==> src/rtl/uart_frame_regbank.sv <==
// UART command framer and byte register bank: HEADER,CMD,DATA,CHK frames write or read NUM_REGS registers.
// Optional response path towards the transmitter is built only when UART_FRAME_ACK_EN is defined.
module uart_frame_regbank #(
  parameter int          NUM_REGS       = 8,
  parameter logic [7:0]  HEADER         = 8'hA5,
  parameter int          TIMEOUT_CYCLES = 500_000,
  parameter logic [7:0]  ACK_OK         = 8'h5A,
  parameter logic [7:0]  ACK_ERR        = 8'hEE
) (
  input  logic                    sys_clk,
  input  logic                    sys_rst_n,
  input  logic [7:0]              rx_data,
  input  logic                    rx_valid,
  output logic [8*NUM_REGS-1:0]   regs_flat,
  output logic                    wr_strobe,
  output logic [6:0]              wr_addr,
  output logic [7:0]              tx_data,
  output logic                    tx_valid,
  input  logic                    tx_ready,
  output logic                    frame_err,
  output logic                    ack_overrun
);

  localparam int TW = $clog2(TIMEOUT_CYCLES + 1);

  typedef enum logic [1:0] {IDLE, GOT_HDR, GOT_CMD, GOT_DATA} state_t;

  state_t                  state_q, state_d;
  logic [7:0]              cmd_q, data_q;
  logic [TW-1:0]           tout_q, tout_d;
  logic [8*NUM_REGS-1:0]   regs_q, regs_d;
  logic                    wr_strobe_q;
  logic [6:0]              wr_addr_q;
  logic                    frame_err_q;

  logic       tout_hit;
  logic       frame_eval, chk_ok, addr_ok, frame_ok;
  logic       wr_en, resp_vld, err_set;
  logic [7:0] resp_dat, rd_dat;

  // A byte on the same edge as expiry wins, so rx_valid masks the timeout.
  assign tout_hit = (state_q != IDLE) && (tout_q == TW'(TIMEOUT_CYCLES - 1));

  always_ff @(posedge sys_clk or negedge sys_rst_n) begin
    if (!sys_rst_n) state_q <= IDLE;
    else            state_q <= state_d;
  end

  always_comb begin
    state_d = state_q;
    if (rx_valid) begin
      case (state_q)
        IDLE:     if (rx_data == HEADER) state_d = GOT_HDR;
        GOT_HDR:  state_d = GOT_CMD;
        GOT_CMD:  state_d = GOT_DATA;
        GOT_DATA: state_d = IDLE;
        default:  state_d = IDLE;
      endcase
    end else if (tout_hit) begin
      state_d = IDLE;
    end
  end

  always_comb begin
    rd_dat = 8'h00;
    for (int i = 0; i < NUM_REGS; i++)
      if (cmd_q[6:0] == 7'(i)) rd_dat = regs_q[8*i +: 8];
  end

  always_comb begin
    frame_eval = rx_valid && (state_q == GOT_DATA);
    chk_ok     = ((cmd_q ^ data_q) == rx_data);
    addr_ok    = ({1'b0, cmd_q[6:0]} < 8'(NUM_REGS));
    frame_ok   = chk_ok && addr_ok;
    wr_en      = frame_eval && frame_ok && !cmd_q[7];
    resp_vld   = frame_eval;
    resp_dat   = !frame_ok ? ACK_ERR : (cmd_q[7] ? rd_dat : ACK_OK);
    err_set    = (frame_eval && !frame_ok) || (!rx_valid && tout_hit);
  end

  always_comb begin
    regs_d = regs_q;
    for (int i = 0; i < NUM_REGS; i++)
      if (wr_en && cmd_q[6:0] == 7'(i)) regs_d[8*i +: 8] = data_q;
  end

  always_comb begin
    tout_d = '0;
    if (!rx_valid && state_q != IDLE && !tout_hit) tout_d = tout_q + TW'(1);
  end

  always_ff @(posedge sys_clk or negedge sys_rst_n) begin
    if (!sys_rst_n) begin
      cmd_q       <= 8'h00;
      data_q      <= 8'h00;
      tout_q      <= '0;
      regs_q      <= '0;
      wr_strobe_q <= 1'b0;
      wr_addr_q   <= 7'd0;
      frame_err_q <= 1'b0;
    end else begin
      if (rx_valid && state_q == GOT_HDR) cmd_q  <= rx_data;
      if (rx_valid && state_q == GOT_CMD) data_q <= rx_data;
      tout_q      <= tout_d;
      regs_q      <= regs_d;
      wr_strobe_q <= wr_en;
      if (wr_en)   wr_addr_q   <= cmd_q[6:0];
      if (err_set) frame_err_q <= 1'b1;
    end
  end

  assign regs_flat = regs_q;
  assign wr_strobe = wr_strobe_q;
  assign wr_addr   = wr_addr_q;
  assign frame_err = frame_err_q;

`ifdef UART_FRAME_ACK_EN
  logic       tx_valid_q;
  logic [7:0] tx_data_q;
  logic       ack_overrun_q;

  // Single-entry buffer: a handshake in the same cycle frees the slot for the new response.
  always_ff @(posedge sys_clk or negedge sys_rst_n) begin
    if (!sys_rst_n) begin
      tx_valid_q    <= 1'b0;
      tx_data_q     <= 8'h00;
      ack_overrun_q <= 1'b0;
    end else if (resp_vld) begin
      if (!tx_valid_q || tx_ready) begin
        tx_valid_q <= 1'b1;
        tx_data_q  <= resp_dat;
      end else begin
        ack_overrun_q <= 1'b1;
      end
    end else if (tx_valid_q && tx_ready) begin
      tx_valid_q <= 1'b0;
    end
  end

  assign tx_valid    = tx_valid_q;
  assign tx_data     = tx_data_q;
  assign ack_overrun = ack_overrun_q;
`else
  logic unused_resp;
  assign unused_resp = ^{tx_ready, resp_vld, resp_dat};
  assign tx_valid    = 1'b0;
  assign tx_data     = 8'h00;
  assign ack_overrun = 1'b0;
`endif

endmodule

==> config.mk <==
export PLATFORM = sky130hd
export DESIGN_NAME = uart_frame_regbank
export DESIGN_NICKNAME = d
export VERILOG_FILES = /design/src/rtl/uart_frame_regbank.sv
export SDC_FILE = /design/constraint.sdc
export NUM_CORES = 1
export LEC_CHECK = 0
export ABC_AREA = 1
export CORE_ASPECT_RATIO = 1.2
export CORE_MARGIN = 3
export CORE_UTILIZATION = 57
export CTS_CLUSTER_DIAMETER = 200
export CTS_CLUSTER_SIZE = 10
export DETAILED_ROUTE_END_ITERATION = 7
export GPL_ROUTABILITY_DRIVEN = 0
export PLACE_DENSITY = 0.85
export REMOVE_ABC_BUFFERS = 1
export SLEW_MARGIN = 20
export SYNTH_ARGS = -nofsm -noshare
export SYNTH_HDL_FRONTEND = slang
export SYNTH_SLANG_ARGS = --single-unit
==> constraint.sdc <==
create_clock -name sys_clk -period 2.97 [get_ports sys_clk]
set_input_delay 0.297 -clock sys_clk [delete_from_list [all_inputs] [get_ports sys_clk]]
set_output_delay 0.297 -clock sys_clk [all_outputs]
set_load 0.02 [all_outputs]
After elaboration in Yosys (flattened, before gate mapping)
Cells that the tools add are included.
{ "classes": {"eq_ne": 14, "add_sub_neg": 1, "n_bitwise": 1, "order_cmp": 1, "mux": 5, "n_reduce_logical": 29} }
{ "op_table": {"columns": ["op", "count"], "rows": [
  ["$eq A7 B3 Y1 const B", 4],
  ["$add A19 B1 Y19 const B", 1],
  ["$eq A19 B19 Y1 const B", 1],
  ["$logic_and A1 B1 Y1", 19],
  ["$mux W19", 1],
  ["$eq A7 B2 Y1 const B", 2],
  ["$eq A8 B8 Y1", 1],
  ["$eq A8 B8 Y1 const B", 1],
  ["$pmux W2 S4", 1],
  ["$xor A8 B8 Y8", 1],
  ["$eq A7 B1 Y1 const B", 1],
  ["$logic_not A7 Y1", 1],
  ["$lt A7 B4 Y1 const B", 1],
  ["$mux W2", 3],
  ["$eq A2 B2 Y1 const B", 2],
  ["$logic_not A1 Y1", 4],
  ["$reduce_bool A2 Y1", 2],
  ["$ne A3 B3 Y1 const B", 1],
  ["$eq A2 B1 Y1 const B", 1],
  ["$logic_not A2 Y1", 1],
  ["$reduce_and A2 Y1", 1],
  ["$logic_or A1 B1 Y1", 1]
]} }
{ "word_totals": {"output_inout_bits": 83, "ff_bits": 110} }

Logic depth before layout (Yosys ltp)
Gate-level depths: netlist of the first run.
{ "logic_depth": {"ltp_word": 6, "depth_mapped": 12, "ltp_nobuf": 11} }

Least setup slack after synthesis of the first run
Ideal clock, no wire load.
{ "synth_timing": {"kind": "register -> register", "from": "register tout_q[0]", "to": "register tout_q[12]", "path_stages_with_launch": 10, "n_path_buf": 1, "setup_ns": 0.121, "required_ns": 2.849, "setup_slack_ns": 1.275, "t_arrival_ns": 1.574, "path_cell_list": "dfrtp_1 ha_1 nand2_1 nor2_1 nand2_1 nor3_1 nand3_1 nand3_2 buf_2 nor2_1"} }
{ "synth_via": {"elab_chain_len": 5, "word_cells_on_any_way": 6, "classes_between": "1 x add/sub; 1 x eq/ne; 1 x mux; 3 x reduce/logical"} }
{ "synth_rtl": {"columns": ["item", "line_no", "text"], "rows": [
  ["start: declaration", "30", "logic [TW-1:0] tout_q, tout_d;"],
  ["start signal: assignment", "104", "tout_q <= tout_d;"],
  ["branches (longest 4 deep; another with $add A19 B1 Y19)", null, null],
  ["$mux W19 *", "89", "if (!rx_valid && state_q != IDLE && !tout_hit) tout_d = tout_q + TW'(1);"],
  ["net tout_d[12]", "30", null]
]} }
Mark *: on every way through the listed nets, which the timed path passes.
A chain may end at the register's enable or synchronous reset.

Final worst setup path of the first run
{ "layout_timing": {"from": "register data_q[3]", "to": "register regs_q[29] (netlist: regs_flat[29])"} }
{ "layout_via": {"elab_chain_len": 6} }
{ "layout_rtl": {"columns": ["item", "line_no", "text"], "rows": [
  ["start: declaration", "29", "logic [7:0] cmd_q, data_q;"],
  ["start signal: assignment", "103", "if (rx_valid && state_q == GOT_CMD) data_q <= rx_data;"],
  ["$xor A8 B8 Y8", "72", "chk_ok = ((cmd_q ^ data_q) == rx_data);"],
  ["$eq A8 B8 Y1", "72", null],
  ["$logic_and A1 B1 Y1", "74", "frame_ok = chk_ok && addr_ok;"],
  ["$logic_and A1 B1 Y1 (2 in a row)", "75", "wr_en = frame_eval && frame_ok && !cmd_q[7];"],
  ["$logic_and A1 B1 Y1", "84", "if (wr_en && cmd_q[6:0] == 7'(i)) regs_d[8*i +: 8] = data_q;"],
  ["end signal: assignment", "105", "regs_q <= regs_d;"],
  ["end: declaration", "31", "logic [8*NUM_REGS-1:0] regs_q, regs_d;"]
]} }
Every way passes these cells.

==> results of run 1 <==
## worst max-delay path, delay by kind of cell (launching register included)
kind | cells | cell delay [ns]
simple gates | 9 | 1.00
flops | 1 | 0.67
buf+inv | 1 | 0.32
## placed cells by master (no fill, tap or decap)
master                              n
sky130_fd_sc_hd__bufinv_16          1
sky130_fd_sc_hd__nand2_4            1
sky130_fd_sc_hd__o21ai_1            3
sky130_fd_sc_hd__nand2_1          215
sky130_fd_sc_hd__nor2_1            42
sky130_fd_sc_hd__nor2_4             2
sky130_fd_sc_hd__o21ai_0           21
sky130_fd_sc_hd__nor2_2            10
sky130_fd_sc_hd__nor2_8             1
sky130_fd_sc_hd__inv_2              2
sky130_fd_sc_hd__nand3_2            2
sky130_fd_sc_hd__dfrtp_1          110
sky130_fd_sc_hd__ha_1               5
sky130_fd_sc_hd__nor3b_1            1
sky130_fd_sc_hd__conb_1            10
sky130_fd_sc_hd__inv_8              2
sky130_fd_sc_hd__nand3_1           18
sky130_fd_sc_hd__xor2_1             7
sky130_fd_sc_hd__buf_12             2
sky130_fd_sc_hd__nand3_4            8
sky130_fd_sc_hd__clkinvlp_4         1
sky130_fd_sc_hd__xnor2_1            3
sky130_fd_sc_hd__clkdlybuf4s50_1   82
sky130_fd_sc_hd__nand4_1           73
sky130_fd_sc_hd__nand2_2            1
sky130_fd_sc_hd__buf_4              4
sky130_fd_sc_hd__clkinv_4           2
sky130_fd_sc_hd__inv_1             44
sky130_fd_sc_hd__clkbuf_8          10
sky130_fd_sc_hd__a31oi_1            1
sky130_fd_sc_hd__a21oi_1            1
sky130_fd_sc_hd__nor3_1            11
## layer usage
metal  GRT usage [%]  wire (um)  up-vias
li1                -          -     2153
met1           30.16       4615     2093
met2           40.12       6187      177
met3           4.155        776       21
met4           7.988        225        0
met5               0          0        -
## kinds of logic (layout without fill, tap and decap cells)
kind of cell | Yosys count | in the layout
other | 1 | 10
flip-flops | 110 | 110
buffers and inverters | 82 | 150
AO/OA/AOI/OAI | 26 | 26
XOR/XNOR | 10 | 10
AND/OR/NAND/NOR | 385 | 385
adder cells (fa/ha/maj) | 5 | 5
## where the power goes
part / switching [mW] / total [mW] / internal (mW)
Sequential: 0.318 / 1.94 / 1.62
Combinational: 0.546 / 0.796 / 0.251
Clock: 0.525 / 0.952 / 0.428
## layout make-up
type	instances	share of cell area (%)
Sequential cell	110	43.30
Multi-Input combinational cell	436	34.23
Timing Repair Buffer	88	14.01
Inverter	46	2.716
Tap cell	120	2.362
Clock buffer	10	2.165
Clock inverter	6	1.220
## worst paths after layout
path	start	end	slack, ns
worst max-delay path	data_q[3]	regs_flat[29]	0.84
worst min-delay path	sys_rst_n	regs_flat[3]	-0.01
worst max register to register	data_q[3]	regs_flat[29]	0.84
worst min register to register	regs_flat[30]	regs_flat[30]	0.48
max in group asynchronous	sys_rst_n	regs_flat[28]	2.03
min in group sys_clk	regs_flat[30]	regs_flat[30]	0.48
## through the flow
stage | util, % | power [mW] | setup slack [ns]
2_1_floorplan | - | 2.426 | 0.5312
3_3_place_gp | 67.28 | 2.719 | 0.7733
3_5_place_dp | 67.28 | 2.760 | 0.7450
4_1_cts | 69.64 | 3.701 | 0.8844
5_1_grt | 69.64 | 3.915 | 0.6049
6_report | 69.64 | 3.689 | 0.8431
## flip-flops by register name, indices dropped and copies added, names as in the netlist
signal / count
regs_flat: 64
tout_q: 19
cmd_q: 8
data_q: 8
wr_addr: 7
state_q: 2
frame_err: 1
wr_strobe: 1
==> metrics.txt, run 1 <==
status=complete, but fails checks; failing checks=negative hold slack; # diodes=0; pin count of the biggest net entering global routing=75; path category of the worst min-delay check=in2async; ports placed on the boundary=95; share of async-settable or async-resettable flops after synthesis=100.0%; Via Count=4,444; TritonCTS buffer count=9; leakage=3.117 nW; sinks on the clock net=110; biggest cell delay along the critical path=0.67 ns; time the final worst path needs with I/O delays and setup=2.127 ns; combinational family with the most area after synthesis=simple AND/OR/NAND/NOR gates; die span in y=112.4 um; fraction of layout cells with a size suffix above 1=7.040%; proportion of netlist area held by the largest area contributor=51.15%; most common cell in the netlist=sky130_fd_sc_hd__nand2_1; Crit path arrival time=2.39 ns; cell type with the highest occurrence count on the critical path=sky130_fd_sc_hd__nor2_1; Cell Count, Final, Fillers Out=816; Worst-Skew Late Latency=0.38 ns; count of synthesis-stage warnings from yosys=0; Antenna Nets Post-Route=0; clock-pin slew on the worst setup and hold paths=0.11 ns; number of unique standard cell types used by synthesis=31; multiplexer share of the synthesized area=0%; achievable frequency=470.2 MHz; placed cell area=6142 sq um; initial antenna violation count=0; summed instance area of the synthesized netlist=5381 sq um; synthesized area divided by synthesized cell count=8.694 sq um; fill cell count=717; Initial Util=58.95%; gate count after technology mapping=619; setup_tns=0 ns; number of slew-limit violations in the final report=0; area share of fa/ha/maj cells after synthesis=1.163%; Final Skew=0.01313 ns; Design Area, Final=6357 sq um; area of the core region=9129 sq um; buffers inserted during post-CTS setup optimization=0; footprint of the flip-flops and latches=2753 sq um; vias per cell=5.446; width of the die=94.70 um; cts-stage hold buffer count=0; number of nets in the final layout=708; worst slew margin relative to its limit=45.13%; instance count after placement with tap cells included=800; setup repair after global routing missed its margin=false; half-perimeter wire length after placement=8425 um; Period Utilization, post-route=71.61%; depth of the most critical reg-to-reg path=10; buffers from clock root to sink, at most=2; detailed-route wire length per cell=14.47 um; Worst EP required=3.24 ns; crit path capture type=flip-flop; slowest stage cell on the critical path=sky130_fd_sc_hd__dfrtp_1; cells taking the most area after synthesis=sky130_fd_sc_hd__dfrtp_1 51%, sky130_fd_sc_hd__nand2_1 15%, sky130_fd_sc_hd__nand4_1 8.5%; cell at the root of the clock tree=sky130_fd_sc_hd__clkbuf_8; critical path class=reg2reg; aggregate routed wire length=11,800 um; crit path launch type=flip-flop; sequential area share after synthesis=51.15%; top cells by count, synth=215 x sky130_fd_sc_hd__nand2_1, 110 x sky130_fd_sc_hd__dfrtp_1, 73 x sky130_fd_sc_hd__nand4_1; Post-Synth XOR/XNOR Area=1.628%; via count of the first global-routing pass=4,172; I/O Buffers=83; H-tree levels=3; Least-Margin Pin Slew=0.8231 ns; post-synthesis compound-gate area fraction=2.441%; endpoints failing setup=0; clock tree from TritonCTS=yes; power density over cell area=580.3 nW/um^2; Synth Register Bits=110; largest fanout of any net on the critical path=74; count of routing violations after the opening detailed-route iteration=284; max-cap violations=0; cells resized by post-CTS repair=0; peak supply drop=0.4071 mV; number of enable flip-flop cells after synthesis=0; library cell occupying the most area in the post-synthesis netlist=sky130_fd_sc_hd__dfrtp_1; ordered list of cells on the worst path=nor2_1 -> nor2_1 -> nor2_1 -> nor2_2 -> nand3_2 -> nor2_4 -> buf_12 -> nand3_4 -> nand2_1 -> nand2_1; GRT Total Usage=23.56%; total overflow reported by the global router=0; first-pass GRT wire length=19,830 um; area of the multi-input gates=2176 sq um; die area=10,650 sq um; flip-flop cell with the highest count after synthesis=sky130_fd_sc_hd__dfrtp_1; worst hold-check slack=-0.009742 ns; signed area change from the synthesized netlist to the final layout=18.14%; count of final hold-check violations=9; number of remaining DRC errors=0; Cell Rows=38; simple-gate portion of the synthesized area=34.50%; Initial DRT Pass Iterations=5
Note: power is estimated with default switching activity, not from simulation.
==> run 2: changes to the inputs <==
--- a/config.mk
+++ b/config.mk
@@ -8,12 +8,12 @@
 export ABC_AREA = 1
 export CORE_ASPECT_RATIO = 1.2
 export CORE_MARGIN = 3
-export CORE_UTILIZATION = 57
+export CORE_UTILIZATION = 53
 export CTS_CLUSTER_DIAMETER = 200
 export CTS_CLUSTER_SIZE = 10
 export DETAILED_ROUTE_END_ITERATION = 7
 export GPL_ROUTABILITY_DRIVEN = 0
-export PLACE_DENSITY = 0.85
+export PLACE_DENSITY = 0.8
 export REMOVE_ABC_BUFFERS = 1
 export SLEW_MARGIN = 20
 export SYNTH_ARGS = -nofsm -noshare
==> constraint.sdc (replaced) <==
create_clock -name sys_clk -period 2 [get_ports sys_clk]
set_input_delay 0.2 -clock sys_clk [delete_from_list [all_inputs] [get_ports sys_clk]]
set_output_delay 0.2 -clock sys_clk [all_outputs]
set_load 0.02 [all_outputs]
==> run 2 against run 1 <==
- the flow now finishes without violations
- non-clock buffer count up 22
- critical path depth decreased by 2
- clock skew is 0.0067 ns lower
- clock power up 78%
- global-route usage down 1.2 points
- via count increased by 2.1%
- core utilization down 1.0 points
- critical endpoint is now regs_flat[33]
- largest cell class unchanged
==> metrics.txt, run 2 (synthesized netlist as in run 1, its figures left out) <==
status=finished, final reports clean; leakage=3.265 nW (+4.7%); cell at the root of the clock tree=sky130_fd_sc_hd__clkbuf_16; Worst EP required=2.24 ns (-1.00 ns); Initial Util=55.42% (-3.5 points); fraction of layout cells with a size suffix above 1=10.17% (+3.1 points); switching power of the nets=2.170 mW (+56%); power density over cell area=898.3 nW/um^2 (+55%); total overflow reported by the global router=0 (unchanged); first-pass GRT wire length=20,610 um (+3.9%); buffers from clock root to sink, at most=2 (unchanged); Worst-Skew Late Latency=0.35 ns (-0.03 ns); # diodes=0 (unchanged); width of the die=97.99 um (+3.5%); sw frac=36.26% (-1.4 points); Antenna Nets Post-Route=0 (unchanged); Cell Count, Final, Fillers Out=841 (+3.1%); crit path capture type=flip-flop; initial antenna violation count=0 (unchanged); clock tree from TritonCTS=yes; Via Count=4,536 (+2.1%); GRT Total Usage=22.39% (-1.2 points); detailed-route wire length per cell=14.80 um (+2.3%); count of routing violations after the opening detailed-route iteration=252 (-11%); worst hold-check slack=0.2769 ns (+0.2866 ns); critical path class=reg2reg; signed area change from the synthesized netlist to the final layout=23.83%; area of the core region=9711 sq um (+6.4%); largest fanout of any net on the critical path=21 (-72%); Largest register FFs=64 (unchanged); number of nets in the final layout=730 (+3.1%); Crit path arrival time=2.08 ns (-0.31 ns); setup_tns=0 ns (unchanged); path category of the worst min-delay check=in2async; Initial DRT Pass Iterations=5 (unchanged); Least-Margin Pin Slew=0.4977 ns (-0.3255 ns); peak supply drop=0.6905 mV (+70%); time the final worst path needs with I/O delays and setup=1.838 ns (-0.2885 ns); placed cell area=6334 sq um (+3.1%); logic gate share of total power=27.7% (+6.1 points); portion of total power attributed to sequential cells=44.1% (-8.5 points); pin count of the biggest net entering global routing=52 (-31%); die span in y=116.4 um (+3.5%); final core utilization=68.63% (-1.0 points); Final Skew=0.006470 ns (-0.006663 ns); most common library cell in the layout ignoring fill and taps=sky130_fd_sc_hd__nand2_1; Design Area, Final=6664 sq um (+4.8%); post-placement worst setup slack=-0.06674 ns (-0.8117 ns); power consumption=5.986 mW (+62%); instance count after placement with tap cells included=823 (+2.9%); sinks on the clock net=110 (unchanged); number of remaining DRC errors=0 (unchanged); buffers inserted during post-CTS setup optimization=0 (unchanged); achievable frequency=543.9 MHz (+16%); commonest cells after routing, fill and taps aside=215 x sky130_fd_sc_hd__nand2_1, 109 x sky130_fd_sc_hd__dfrtp_1, 82 x sky130_fd_sc_hd__clkdlybuf4s50_1; crit path launch type=flip-flop; Final Worst Setup Slack=0.1615 ns (-0.6815 ns); aggregate routed wire length=12,450 um (+5.5%); TritonCTS buffer count=9 (unchanged); count of final hold-check violations=0 (-9); via count of the first global-routing pass=4,392 (+5.3%); number of slew-limit violations in the final report=0 (unchanged); I/O Buffers=83 (unchanged); die area=11,400 sq um (+7.1%); Internal Power=3.816 mW (+66%); half-perimeter wire length after placement=8833 um (+4.8%); Cell Rows=39 (+2.6%); ports placed on the boundary=95 (unchanged); Period Utilization, post-route=91.92% (+20 points); H-tree levels=3 (unchanged); max-cap violations=0 (unchanged); worst slew margin relative to its limit=66.74% (+22 points); power share of the clock group=28.3% (+2.5 points); vias per cell=5.394 (-0.96%); endpoints failing setup=0 (unchanged); clock-pin slew on the worst setup and hold paths=0.07 ns (-0.04 ns)
-- run 2: changes by cell type in the layout (fill, tap and decap cells not counted), moves of 2 or more --
cell / change
sky130_fd_sc_hd__clkinvlp_4: +3
sky130_fd_sc_hd__buf_4: +17
sky130_fd_sc_hd__buf_12: +3
sky130_fd_sc_hd__clkbuf_8: -9
sky130_fd_sc_hd__inv_8: -2
sky130_fd_sc_hd__clkbuf_16: +10
-- run 2: path summary, 6_finish.rpt --
check                               from            end  slack (ns)  cells after the start
setup / recovery                cmd_q[1]  regs_flat[33]        0.16                      8
hold / removal                 sys_rst_n  regs_flat[41]        0.28                      2
setup reg to reg                cmd_q[1]  regs_flat[33]        0.16                      8
hold reg to reg            regs_flat[11]  regs_flat[11]        0.47                      2
max in group asynchronous      sys_rst_n  regs_flat[31]        0.94                      3
min in group sys_clk       regs_flat[11]  regs_flat[11]        0.47                      2
-- run 2: routing by layer --
layer | vias to the layer above | routed length, um | GRT usage (%)
li1 | 2209 | - | -
met4 | 0 | 286 | 9.880
met2 | 165 | 6117 | 37.78
met1 | 2138 | 5219 | 28.70
met3 | 24 | 826 | 3.763
met5 | - | 0 | 0
-- run 2: area by class of cell --
type	count	area, sq um
clock buffer	10	239.0
multi-input combinational	436	2183
sequential	110	2754
inverter	46	172.7
timing repair buffer	110	1114
clock inverter	6	47.55
tap	123	153.9
fill	761	3047
-- run 2: worst max-delay path: stages, from the launching register on --
cell                      delay (ns)
sky130_fd_sc_hd__dfrtp_1        0.43
sky130_fd_sc_hd__xnor2_1        0.20
sky130_fd_sc_hd__xor2_1         0.22
sky130_fd_sc_hd__nand2_1        0.12
sky130_fd_sc_hd__nor2_4         0.21
sky130_fd_sc_hd__buf_12         0.23
sky130_fd_sc_hd__nand3_4        0.13
sky130_fd_sc_hd__nand2_1        0.11
sky130_fd_sc_hd__nand2_1        0.06
-- run 2: timing repair --
item	4_1_cts	5_1_grt
endpoints found under the setup margin	0	20
resized for setup	0	3
hold buffers	1	0
endpoints found under the hold margin	20	0
-- run 2: power groups by stage --
| stage | sequential (mW) | combinational [mW] | clock, mW |
|---|---|---|---|
| 3_5_place_dp | 2.67 | 1.63 | 0 |
| 5_1_grt | 2.67 | 1.83 | 1.82 |
| 3_3_place_gp | 2.65 | 1.56 | 0 |
| 4_1_cts | 2.63 | 1.64 | 1.71 |
| 2_1_floorplan | 2.74 | 0.861 | 0 |
| 6_report | 2.64 | 1.66 | 1.69 |
==> run 3: changes to the inputs <==
--- a/config.mk
+++ b/config.mk
@@ -12,7 +12,6 @@
 export CTS_CLUSTER_DIAMETER = 200
 export CTS_CLUSTER_SIZE = 10
 export DETAILED_ROUTE_END_ITERATION = 7
-export GPL_ROUTABILITY_DRIVEN = 0
 export PLACE_DENSITY = 0.8
 export REMOVE_ABC_BUFFERS = 1
 export SLEW_MARGIN = 20
==> results of run 3 <==
No change in the layout: final DEF, timing and power equal those of run 2.
